--- src/rtl/spi_pkg.sv ---
// spi_pkg: state encoding and default sizing shared by
// the SPI command scheduler and its bench.
package spi_pkg;

  localparam int DEF_TX_DEPTH = 8;
  localparam int DEF_MIN_GAP  = 2;

  localparam logic [1:0] ST_IDLE  = 2'd0;
  localparam logic [1:0] ST_ISSUE = 2'd1;
  localparam logic [1:0] ST_HOLD  = 2'd2;
  localparam logic [1:0] ST_GAP   = 2'd3;

endpackage

--- src/rtl/spi_cmd_scheduler.sv ---
// spi_cmd_scheduler: paces host words into an SPI controller
// FIFO, tracking credits with chip-select frame ends.
module spi_cmd_scheduler
  import spi_pkg::*;
#(
  parameter int TX_DEPTH = DEF_TX_DEPTH,
  parameter int MIN_GAP  = DEF_MIN_GAP
) (
  input  logic                          clk,
  input  logic                          rst,
  input  logic                          cmd_valid,
  input  logic [31:0]                   cmd_data,
  output logic                          cmd_ready,
  input  logic                          spi_cs,
  output logic                          trigger,
  output logic [31:0]                   to_device,
  output logic [$clog2(TX_DEPTH+1)-1:0] outstanding,
  output logic [15:0]                   frames_done,
  output logic                          idle
);

  localparam int OW = $clog2(TX_DEPTH + 1);
  localparam logic [OW-1:0] FULL = OW'(TX_DEPTH);
  // GAP lasts MIN_GAP-1 cycles: load N-2, leave on zero
  localparam logic [7:0] GAP_LOAD = 8'(MIN_GAP - 2);

  logic [1:0] state;
  logic [7:0] gap_cnt;
  logic       spi_cs_q;
  logic       frame_end;
  logic       accept;
  logic       issue;

  assign frame_end = spi_cs & ~spi_cs_q;
  assign cmd_ready = ~rst & (state == ST_IDLE)
                   & (outstanding < FULL);
  assign accept    = cmd_valid & cmd_ready;
  assign issue     = ~rst & (state == ST_ISSUE);
  assign trigger   = issue;
  assign idle      = (state == ST_IDLE)
                   & (outstanding == '0);

  always_ff @(posedge clk) begin
    if (rst) begin
      state     <= ST_IDLE;
      gap_cnt   <= '0;
      to_device <= '0;
      spi_cs_q  <= 1'b1;
    end else begin
      spi_cs_q <= spi_cs;
      unique case (state)
        ST_IDLE: begin
          if (accept) begin
            to_device <= cmd_data;
            state     <= ST_ISSUE;
          end
        end
        ST_ISSUE: state <= ST_HOLD;
        ST_HOLD: begin
          gap_cnt <= GAP_LOAD;
          state   <= ST_GAP;
        end
        ST_GAP: begin
          if (gap_cnt == '0) state <= ST_IDLE;
          else gap_cnt <= gap_cnt - 8'd1;
        end
        default: state <= ST_IDLE;
      endcase
    end
  end

  // an issue and a frame end in one cycle cancel out
  always_ff @(posedge clk) begin
    if (rst) begin
      outstanding <= '0;
      frames_done <= '0;
    end else begin
      if (frame_end) frames_done <= frames_done + 16'd1;
      if (issue && !frame_end)
        outstanding <= outstanding + OW'(1);
      else if (frame_end && !issue && outstanding != '0)
        outstanding <= outstanding - OW'(1);
    end
  end

endmodule

--- config.mk ---
export PLATFORM = sky130hd
export DESIGN_NAME = spi_cmd_scheduler
export DESIGN_NICKNAME = d
export VERILOG_FILES = /design/src/rtl/spi_pkg.sv /design/src/rtl/spi_cmd_scheduler.sv
export SDC_FILE = /design/constraint.sdc
export NUM_CORES = 1
export LEC_CHECK = 0
export ABC_AREA = 0
export CORE_ASPECT_RATIO = 0.5
export CORE_MARGIN = 5
export CORE_UTILIZATION = 45
export CTS_BUF_LIST = sky130_fd_sc_hd__clkbuf_16
export DETAILED_ROUTE_END_ITERATION = 7
export GPL_TIMING_DRIVEN = 1
export PLACE_DENSITY_LB_ADDON = 0.25
export RECOVER_POWER = 25
export SLEW_MARGIN = 5
export SYNTH_ARGS = -nofsm -noshare
export SYNTH_HDL_FRONTEND = slang
export SYNTH_SLANG_ARGS = --single-unit
export TNS_END_PERCENT = 100
--- constraint.sdc ---
create_clock -name clk -period 3 [get_ports clk]
set_input_delay 0.3 -clock clk [delete_from_list [all_inputs] [get_ports clk]]
set_output_delay 0.3 -clock clk [all_outputs]
set_load 0.01 [all_outputs]
Yosys cells after proc, flatten, opt, wreduce, memory -nomap -nowiden. Index checks and enable logic that the tools add are counted.

Bits in registers: 63. Bits of input ports: 36. Output and inout port bits: 55.

Add/sub/neg operators: 4. Order comparisons: 1. Equal/unequal tests: 6. Multiplexer cells: 7. Bitwise operators: 8. Reduce and logical (&&, ||, !) cells: 14.

Operators by type and width (number): adder 16 x 1 -> 16 bit (second input constant) (1); case mux 8 bit (2 select lines) (1); logical NOT 8 bit (1); two-way mux 4 bit (2); two-way mux 8 bit (1); case mux 2 bit (4 select lines) (1); subtractor 8 x 1 -> 8 bit (second input constant) (1); AND 1 bit (6); != test 2 bit (second input constant) (3); AND reduction 2 bit (3); adder 4 x 1 -> 4 bit (second input constant) (1); equality test 2 bit (second input constant) (2); logical NOT 4 bit (1); less-than comparator 4 bit (second input constant) (1); two-way mux 2 bit (2); nonzero test 2 bit (2); nonzero test 4 bit (1); subtractor 4 x 1 -> 4 bit (second input constant) (1); logical AND 1 bit (3); equality test 2 x 1 -> 1 bit (second input constant) (1); logical NOT 1 bit (2); logical NOT 2 bit (1); inverter 1 bit (2).

Longest topological paths before layout. Gate-level depths: netlist (run 1).

Word-level depth: 7. Gate-level depth with buffers: 10.

Least setup slack after synthesis (run 1). No wires, ideal clock.

Path kind: register -> register. Start: register state[1]. End: register outstanding[3]. Setup time: 121 ps. Data arrival time: 2142 ps. Setup slack: 737 ps. Cell stages (with the launch flop): 11. Buffers on the path: 0. Clock period less this slack: 2263 ps. Cells stage by stage: dfxtp_1 -> inv_1 -> ha_1 -> inv_1 -> nor3_1 -> inv_1 -> ha_1 -> a21oi_1 -> a211oi_1 -> a31oi_1 -> mux2_2.

Cells in the longest elaborated chain, start to end: 6. Elaborated cells on any way between the ends: 8. Those cells by class: eq/ne (1); mux (1); bitwise (1); reduce/logical (5).

Ends and longest elaborated chain: start: declaration (line spi_cmd_scheduler.sv:27) `logic [1:0] state;`; start signal: assignment (line spi_cmd_scheduler.sv:45) `state <= ST_IDLE;`; start signal: assignment (line spi_cmd_scheduler.sv:55) `state <= ST_ISSUE;`; start signal: assignment (line spi_cmd_scheduler.sv:58) `ST_ISSUE: state <= ST_HOLD;`; equality test 2 x 1 -> 1 bit * (line spi_cmd_scheduler.sv:38) `assign issue = ~rst & (state == ST_ISSUE);`; AND 1 bit * (line spi_cmd_scheduler.sv:38); logical NOT 1 bit (line spi_cmd_scheduler.sv:81) `else if (frame_end && !issue && outstanding != '0)`; logical AND 1 bit (2 in series) (line spi_cmd_scheduler.sv:81); nonzero test 2 bit (no source line); end signal: assignment (line spi_cmd_scheduler.sv:80) `outstanding <= outstanding + OW'(1);`; end signal: assignment (line spi_cmd_scheduler.sv:82) `outstanding <= outstanding - OW'(1);`; end: declaration (line spi_cmd_scheduler.sv:17) `output logic [$clog2(TX_DEPTH+1)-1:0] outstanding,`.

Every way passes the cells marked *; elsewhere a longest branch is shown, timed or not. A chain may end at the register's enable or synchronous reset.

Worst setup path after layout (run 1). Same ends and word-level chain as after synthesis.

==> results of run 1 <==
-- routing by layer --
layer | wire [um] | vias up
met4 | 82 | 0
met1 | 2710 | 1200
met5 | 0 | -
met3 | 794 | 10
met2 | 3330 | 82
li1 | - | 1295
-- area by class of cell --
class	instances	share of cell area
Clock buffer	9	0.0571
Tap cell	73	0.0232
Inverter	6	0.00571
Multi-Input combinational cell	240	0.346
Clock inverter	7	0.0143
Sequential cell	63	0.320
Timing Repair Buffer	94	0.234
-- worst max-delay path by stage --
stage	to	start	cells after the start	slack, ns
global route	outstanding[3]	state[1]	10	0.18
detailed placement	outstanding[3]	spi_cs	9	0.28
finish	outstanding[3]	state[1]	10	0.43
CTS	outstanding[3]	state[1]	10	0.47
global placement	outstanding[3]	spi_cs	9	0.42
floorplan	outstanding[3]	state[1]	10	0.74
-- cells by family (layout without fill, tap and decap cells) --
group / after synthesis / in the layout / synth area share
adders and majority gates: 11 / 11 / 0.0540
muxes: 2 / 2 / 0.00791
DFF: 63 / 63 / 0.469
buffers and inverters: 21 / 116 / 0.0298
and+or+nand+nor: 149 / 149 / 0.267
AOI/OAI and AO/OA: 65 / 65 / 0.130
xor gates and xnor gates: 13 / 13 / 0.0423
-- registers in the layout, summed over array words and instances (netlist names) --
name,cells
to_device,32
gap_cnt,8
outstanding,4
spi_cs_q,1
frames_done,16
state,2
-- synth_stat cells (2+ instances only) --
cell type	number	share of area
ha_1	10	0.047
o211ai_1	2	0.0056
nor3_1	7	0.013
inv_1	6	0.0084
and3_1	2	0.0047
and4_1	2	0.0065
nor2_1	16	0.022
nor2b_1	5	0.012
or3_1	8	0.019
xor2_1	12	0.039
buf_1	3	0.0042
or2_2	2	0.0047
nand3_1	8	0.015
nand2b_1	3	0.0070
dfxtp_1	63	0.47
nand4b_1	2	0.0065
o21ai_0	9	0.017
nor4_1	2	0.0047
nand4_1	8	0.019
clkbuf_1	11	0.015
a21oi_1	47	0.087
nand2_1	74	0.10
-- cell usage in the layout (no fill, tap or decap), drive strengths merged, types with 2 or more instances in the layout --
master         count
clkdlybuf4s50     69
nand4b             2
clkbuf            10
nor2b              5
o211ai             2
dlygate4sd3       20
nor2              16
nand2             74
nand3              8
nand2b             3
and4               2
or2                2
or3                9
xor2              12
inv                8
buf                4
and3               2
nor4               2
or4                2
ha                10
nor3               7
clkinv             4
dfxtp             63
nand4              8
a21oi             47
o21ai              9
-- worst register-to-register path, cell delays in order, from the launching register on --
cell	delay, ns
dfxtp_1	0.34
inv_1	0.11
ha_1	0.18
inv_1	0.06
nor3_1	0.36
inv_1	0.21
ha_1	0.37
a21oi_1	0.19
a211oi_1	0.10
a31oi_1	0.17
mux2_2	0.35
-- through the flow --
step	utilization	cell area, sq um	power (mW)	hold WS (ns)	worst slack (ns)
after CTS	0.700	3950	2.65	0.345	0.468
after global placement	0.650	3660	1.64	0.442	0.420
after floorplan	-	2690	1.34	0.404	0.737
after global routing	0.700	3940	2.78	0.358	0.177
final	0.700	3940	2.62	0.360	0.434
after detailed placement	0.650	3660	1.67	0.448	0.275
-- where the power goes --
group / internal [mW] / switching (mW) / leakage [nW]
clock: 0.628 / 0.353 / 0.149
combinational: 0.333 / 0.320 / 0.817
sequential: 0.920 / 0.0651 / 0.512
total: 1.88 / 0.738 / 1.48
==> metrics.md, run 1 <==
| Metric | Value |
|---|---|
| Crit path launch type | `flip-flop` |
| # setup viols final | `0` |
| Worst IR Drop VDD | `0.569 mV` |
| CTS tree | `done` |
| Clk_skew | `0.00573 ns` |
| Post-CTS sizing | `0` |
| Nets | `between 400 and 500` |
| RSZ-0062 raised after global routing | `false` |
| WL/cell | `approximately 14 um` |
| Post-synth cell types | `44` |
| Buf/Inv on CP | `3` |
| Post-synthesis sequential area ratio | `0.469` |
| Worst setup path class | `flip-flop to flip-flop` |
| Crit-path max FO | `6` |
| Initial Util | `0.477` |
| Initial DRC count | `approximately 150` |
| Setup TNS | `0 ns` |
| Cts hold-fix bufs | `0` |
| Vias/cell | `5.26` |
| Outcome | `finished, final reports clean` |
| Yosys warning count | `0` |
| RR Startpoint | `state[1]` |
| Hold worst-path end | `to_device[15]` |
| Static Leakage | `1.48 nW` |
| CTS root buf | `clkbuf_16` |
| Synthesized flop and latch total | `63` |
| Syn Inst Count | `between 300 and 400` |
| # DRC | `0` |
| Arrival time of the worst setup path | `2.79 ns` |
| Hold wc startpoint | `rst` |
| GRT Total Usage | `0.192` |
| Slowest stage cell, crit path | `ha_1` |
| Die height | `64.7 um` |
| Critical Path, Cell by Cell | `inv_1, ha_1, inv_1, nor3_1, inv_1, ha_1, a21oi_1, a211oi_1, a31oi_1, mux2_2` |
| Placed wire-length estimate | `4.99 mm` |
| Fin crit period | `about 2.6 ns` |
| CTS Sinks | `63` |
| Max cap viols | `0` |
| Most common cell on crit path | `inv_1` |
| Num ports | `91` |
| Number of global-route vias before repair | `between 2000 and 3000` |
| GRT busiest layer | `met2` |
| Maximum clock rate | `390 MHz` |
| Core area | `between 0.005 and 0.006 sq mm` |
| Num rows | `19` |
| Total wire length | `6.92 mm` |
| Storage element area | `0.00126 sq mm` |
| Ant. Diodes | `0` |
| Hold WC Path Type | `input pin to flip-flop` |
| Bufs on Longest Clock Path | `2` |
| Final Cycle Share | `0.855` |
| Inst Count DP | `476` |
| Reg2reg setup slack | `around 0.43 ns` |
| DRT antenna net count | `0` |
| Final hold vios | `0` |
| WHS Path Cells | `2` |
| RR Endpoint | `outstanding[3]` |
| Reg clk slew, reported paths | `0.05 ns` |
| Syn nets | `371` |
| Multi-input gate area | `0.00136 sq mm` |
| Proportion of layout cells with a drive suffix above 1 | `0.0573` |
| R2R depth | `10` |
| Grt met1 use | `0.190` |
| GR Util met3 | `0.130` |
| Largest net degree at the start of global routing | `a little over 50` |
| Post CTS Setup Buffer Count | `0` |
| First-pass GRT wire length | `about 12 mm` |
| Cell area after synthesis | `0.00269 sq mm` |
| DIE AREA | `0.00772 sq mm` |
| Critical path's top delay family | `adder cells` |
| Finished Layout Cells | `492` |
| CP max stage delay | `roughly 0.37 ns` |
| Syn_area_per_cell | `8.30 sq um` |
| Final slew viol count | `0` |
| Clock buffer count from CTS | `9` |
| Via Count | `between 2000 and 3000` |
| RePlAce Congestion | `about 0.83` |
| Fillers | `between 400 and 500` |
| Relative slew slack | `0.590` |
| Worst Max-Slew Pin Slew | `approximately 0.61 ns` |
| Layout Area Growth over Synthesis | `46.6%` |
| IO buf count | `90` |
| Die Span X | `119 um` |
| Worst setup EP type | `flip-flop` |
| Drt pass-1 iters | `4` |
| Main synth FF type | `dfxtp_1` |
| Worst endpoint required time | `3.22 ns` |
| Power per cell area | `664 mW/mm^2` |
| Antenna violations before repair | `0` |
| Worst skew pair latency | `0.33 ns` |
| Met2 usage | `0.334` |
| GR Overflow Total | `0` |
| FFs w/ async S/R, synth | `0` |
| H-tree levels | `3` |
| Post-synth EDFFs | `0` |
Note: power is estimated with default switching activity, not from simulation.
==> inputs of run 2 (changes only) <==
--- a/config.mk
+++ b/config.mk
@@ -13,7 +13,6 @@
 export DETAILED_ROUTE_END_ITERATION = 7
 export GPL_TIMING_DRIVEN = 1
 export PLACE_DENSITY_LB_ADDON = 0.25
-export RECOVER_POWER = 25
 export SLEW_MARGIN = 5
 export SYNTH_ARGS = -nofsm -noshare
 export SYNTH_HDL_FRONTEND = slang
==> run 2 against run 1 <==
  * Cell area is essentially flat
  * Clock power barely moved
  * Clock-buffer cell count is the same
  * Clock skew barely moved
  * Die area is the same
  * Critical path depth unchanged
  * Utilization grew 0.067 points
  * Cell count did not move
  * Setup slack gained 0.0026 ns
  * Highest routed layer unchanged
==> metrics.md, run 2 (synthesis results as in run 1) <==
| Metric | Value |
|---|---|
| WL/cell | `14.0 um (was 14.1 um)` |
| RSZ-0062 raised after global routing | `false (unchanged)` |
| Slowest stage cell, crit path | `nor3_1 (was ha_1)` |
| Final Cycle Share | `0.854 (was 0.855)` |
| Maximum clock rate | `390 MHz (about the same)` |
| Die Span X | `119 um (unchanged)` |
| Bufs on Longest Clock Path | `2 (unchanged)` |
| GRT Total Usage | `0.192 (unchanged)` |
| Clock buffer count from CTS | `9 (unchanged)` |
| DIE AREA | `0.00772 sq mm (unchanged)` |
| Max cap viols | `0 (unchanged)` |
| Worst setup EP type | `flip-flop (unchanged)` |
| Ant. Diodes | `0 (unchanged)` |
| Vias/cell | `5.23 (was 5.26)` |
| Worst setup path class | `flip-flop to flip-flop (unchanged)` |
| Crit path launch type | `flip-flop (unchanged)` |
| Hold worst-path end | `to_device[15] (unchanged)` |
| Num ports | `91 (unchanged)` |
| Proportion of layout cells with a drive suffix above 1 | `0.0597 (was 0.0573)` |
| R2R depth | `10 (unchanged)` |
| CTS root buf | `clkbuf_16 (unchanged)` |
| Final hold vios | `0 (unchanged)` |
| # setup viols final | `0 (unchanged)` |
| Largest net degree at the start of global routing | `51 (unchanged)` |
| Reg clk slew, reported paths | `0.05 ns (about the same)` |
| Multi-input gate area | `0.00136 sq mm (unchanged)` |
| CP max stage delay | `0.37 ns (about the same)` |
| Setup WS post-layout | `0.437 ns (was 0.434 ns)` |
| Final total power | `2.63 mW (was 2.62 mW)` |
| Post-CTS sizing | `0 (unchanged)` |
| Clk_skew | `0.00564 ns (was 0.00573 ns)` |
| Final slew viol count | `0 (unchanged)` |
| Placement Setup Slack | `0.275 ns (unchanged)` |
| Hold wc startpoint | `rst (unchanged)` |
| Relative slew slack | `0.593 (was 0.590)` |
| Register name with the most flops | `to_device (unchanged)` |
| GR Overflow Total | `0 (unchanged)` |
| Worst endpoint required time | `3.22 ns (about the same)` |
| Worst skew pair latency | `0.33 ns (about the same)` |
| Worst IR Drop VDD | `0.572 mV (was 0.569 mV)` |
| Most common cell on crit path | `inv_1 (unchanged)` |
| Fin crit period | `2.56 ns (was 2.57 ns)` |
| Storage element area | `0.00126 sq mm (unchanged)` |
| Static Leakage | `1.42 nW (was 1.48 nW)` |
| RePlAce Congestion | `0.828 (unchanged)` |
| Critical Path, Cell by Cell | `inv_1, ha_1, inv_1, nor3_1, inv_1, ha_1, a21oi_1, a211oi_1, a31oi_1, mux2_2 (unchanged)` |
| Via Count | `2575 (was 2587)` |
| Layout Area Growth over Synthesis | `46.7% (was 46.6%)` |
| Worst Max-Slew Pin Slew | `0.604 ns (was 0.608 ns)` |
| Num rows | `19 (unchanged)` |
| Max reg flops | `32 (unchanged)` |
| Cts hold-fix bufs | `0 (unchanged)` |
| Setup TNS | `0 ns (unchanged)` |
| Core area | `0.00563 sq mm (unchanged)` |
| DRT antenna net count | `0 (unchanged)` |
| Die height | `64.7 um (unchanged)` |
| Crit-path max FO | `6 (unchanged)` |
| Nets | `461 (unchanged)` |
| Commonest non-fill, non-tap cell in the layout | `clkdlybuf4s50_1 (was nand2_1)` |
| Commonest cells after routing, fill and taps aside | `clkdlybuf4s50_1, nand2_1, dfxtp_1, a21oi_1, nor2_1 (was nand2_1, clkdlybuf4s50_1, dfxtp_1, a21oi_1, dlygate4sd3_1)` |
| IO buf count | `90 (unchanged)` |
| Number of global-route vias before repair | `2651 (unchanged)` |
| Antenna violations before repair | `0 (unchanged)` |
| WHS Path Cells | `2 (unchanged)` |
| Placed wire-length estimate | `4.99 mm (unchanged)` |
| Reg2reg setup slack | `0.44 ns (was 0.43 ns)` |
| Biggest regs | `to_device: 32 flops, frames_done: 16 flops, gap_cnt: 8 flops (unchanged)` |
| # DRC | `0 (unchanged)` |
| Initial Util | `0.477 (unchanged)` |
| RR Startpoint | `state[1] (unchanged)` |
| Total wire length | `6.91 mm (was 6.92 mm)` |
| Initial DRC count | `119 (was 148)` |
| First-pass GRT wire length | `11.9 mm (unchanged)` |
| RR Endpoint | `outstanding[3] (unchanged)` |
| Fillers | `438 (unchanged)` |
| Hold WC Path Type | `input pin to flip-flop (unchanged)` |
| H-tree levels | `3 (unchanged)` |
| CTS Sinks | `63 (unchanged)` |
| Power per cell area | `666 mW/mm^2 (was 664 mW/mm^2)` |
| CTS tree | `done (unchanged)` |
| Drt pass-1 iters | `4 (unchanged)` |
| Arrival time of the worst setup path | `2.78 ns (was 2.79 ns)` |
| Post CTS Setup Buffer Count | `0 (unchanged)` |
| Outcome | `finished, final reports clean (unchanged)` |
-- run 2: where the power goes --
group / internal, mW / switching (mW) / leakage (nW)
registers: 0.920 / 0.0664 / 0.512
clock network: 0.628 / 0.352 / 0.149
logic: 0.344 / 0.319 / 0.761
-- run 2: critical path, delay by kind of cell (launching register included) --
family          cells  cell delay, ns
buf+inv             3            0.38
flops               1            0.34
simple gates        1            0.37
fa+ha+maj           2            0.55
mux                 1            0.35
compound gates      3            0.46
-- run 2: how the worst max path moves through the flow --
stage,endpoint,cells past startpoint,start
CTS,outstanding[3],10,state[1]
global placement,outstanding[3],9,spi_cs
finish,outstanding[3],10,state[1]
floorplan,outstanding[3],10,state[1]
global route,outstanding[3],10,state[1]
detailed placement,outstanding[3],9,spi_cs
-- run 2: routing by layer --
layer | vias up | share of wire | track usage
met2 | 87 | 0.48 | 0.334
met3 | 10 | 0.11 | 0.130
li1 | 1292 | - | -
met1 | 1186 | 0.39 | 0.190
met5 | - | 0 | 0
met4 | 0 | 0.013 | 0.0585
-- run 2: final cells by class --
| class | instances | share of cell area |
|---|---|---|
| clock buffers | 9 | 0.0571 |
| inverters | 6 | 0.00571 |
| multi-input cells | 240 | 0.346 |
| well taps | 73 | 0.0231 |
| repair buffers | 94 | 0.235 |
| clock inverters | 7 | 0.0143 |
| flip-flops and latches | 63 | 0.320 |
-- run 2: stage by stage --
step | util | hold slack, ns | instance area, sq um | instances
2_1_floorplan | - | 0.404 | 2690 | 324
3_3_place_gp | 0.650 | 0.442 | 3660 | 476
3_5_place_dp | 0.650 | 0.448 | 3660 | 476
4_1_cts | 0.700 | 0.345 | 3950 | 492
5_1_grt | 0.700 | 0.358 | 3950 | 492
6_report | 0.700 | 0.359 | 3950 | 492
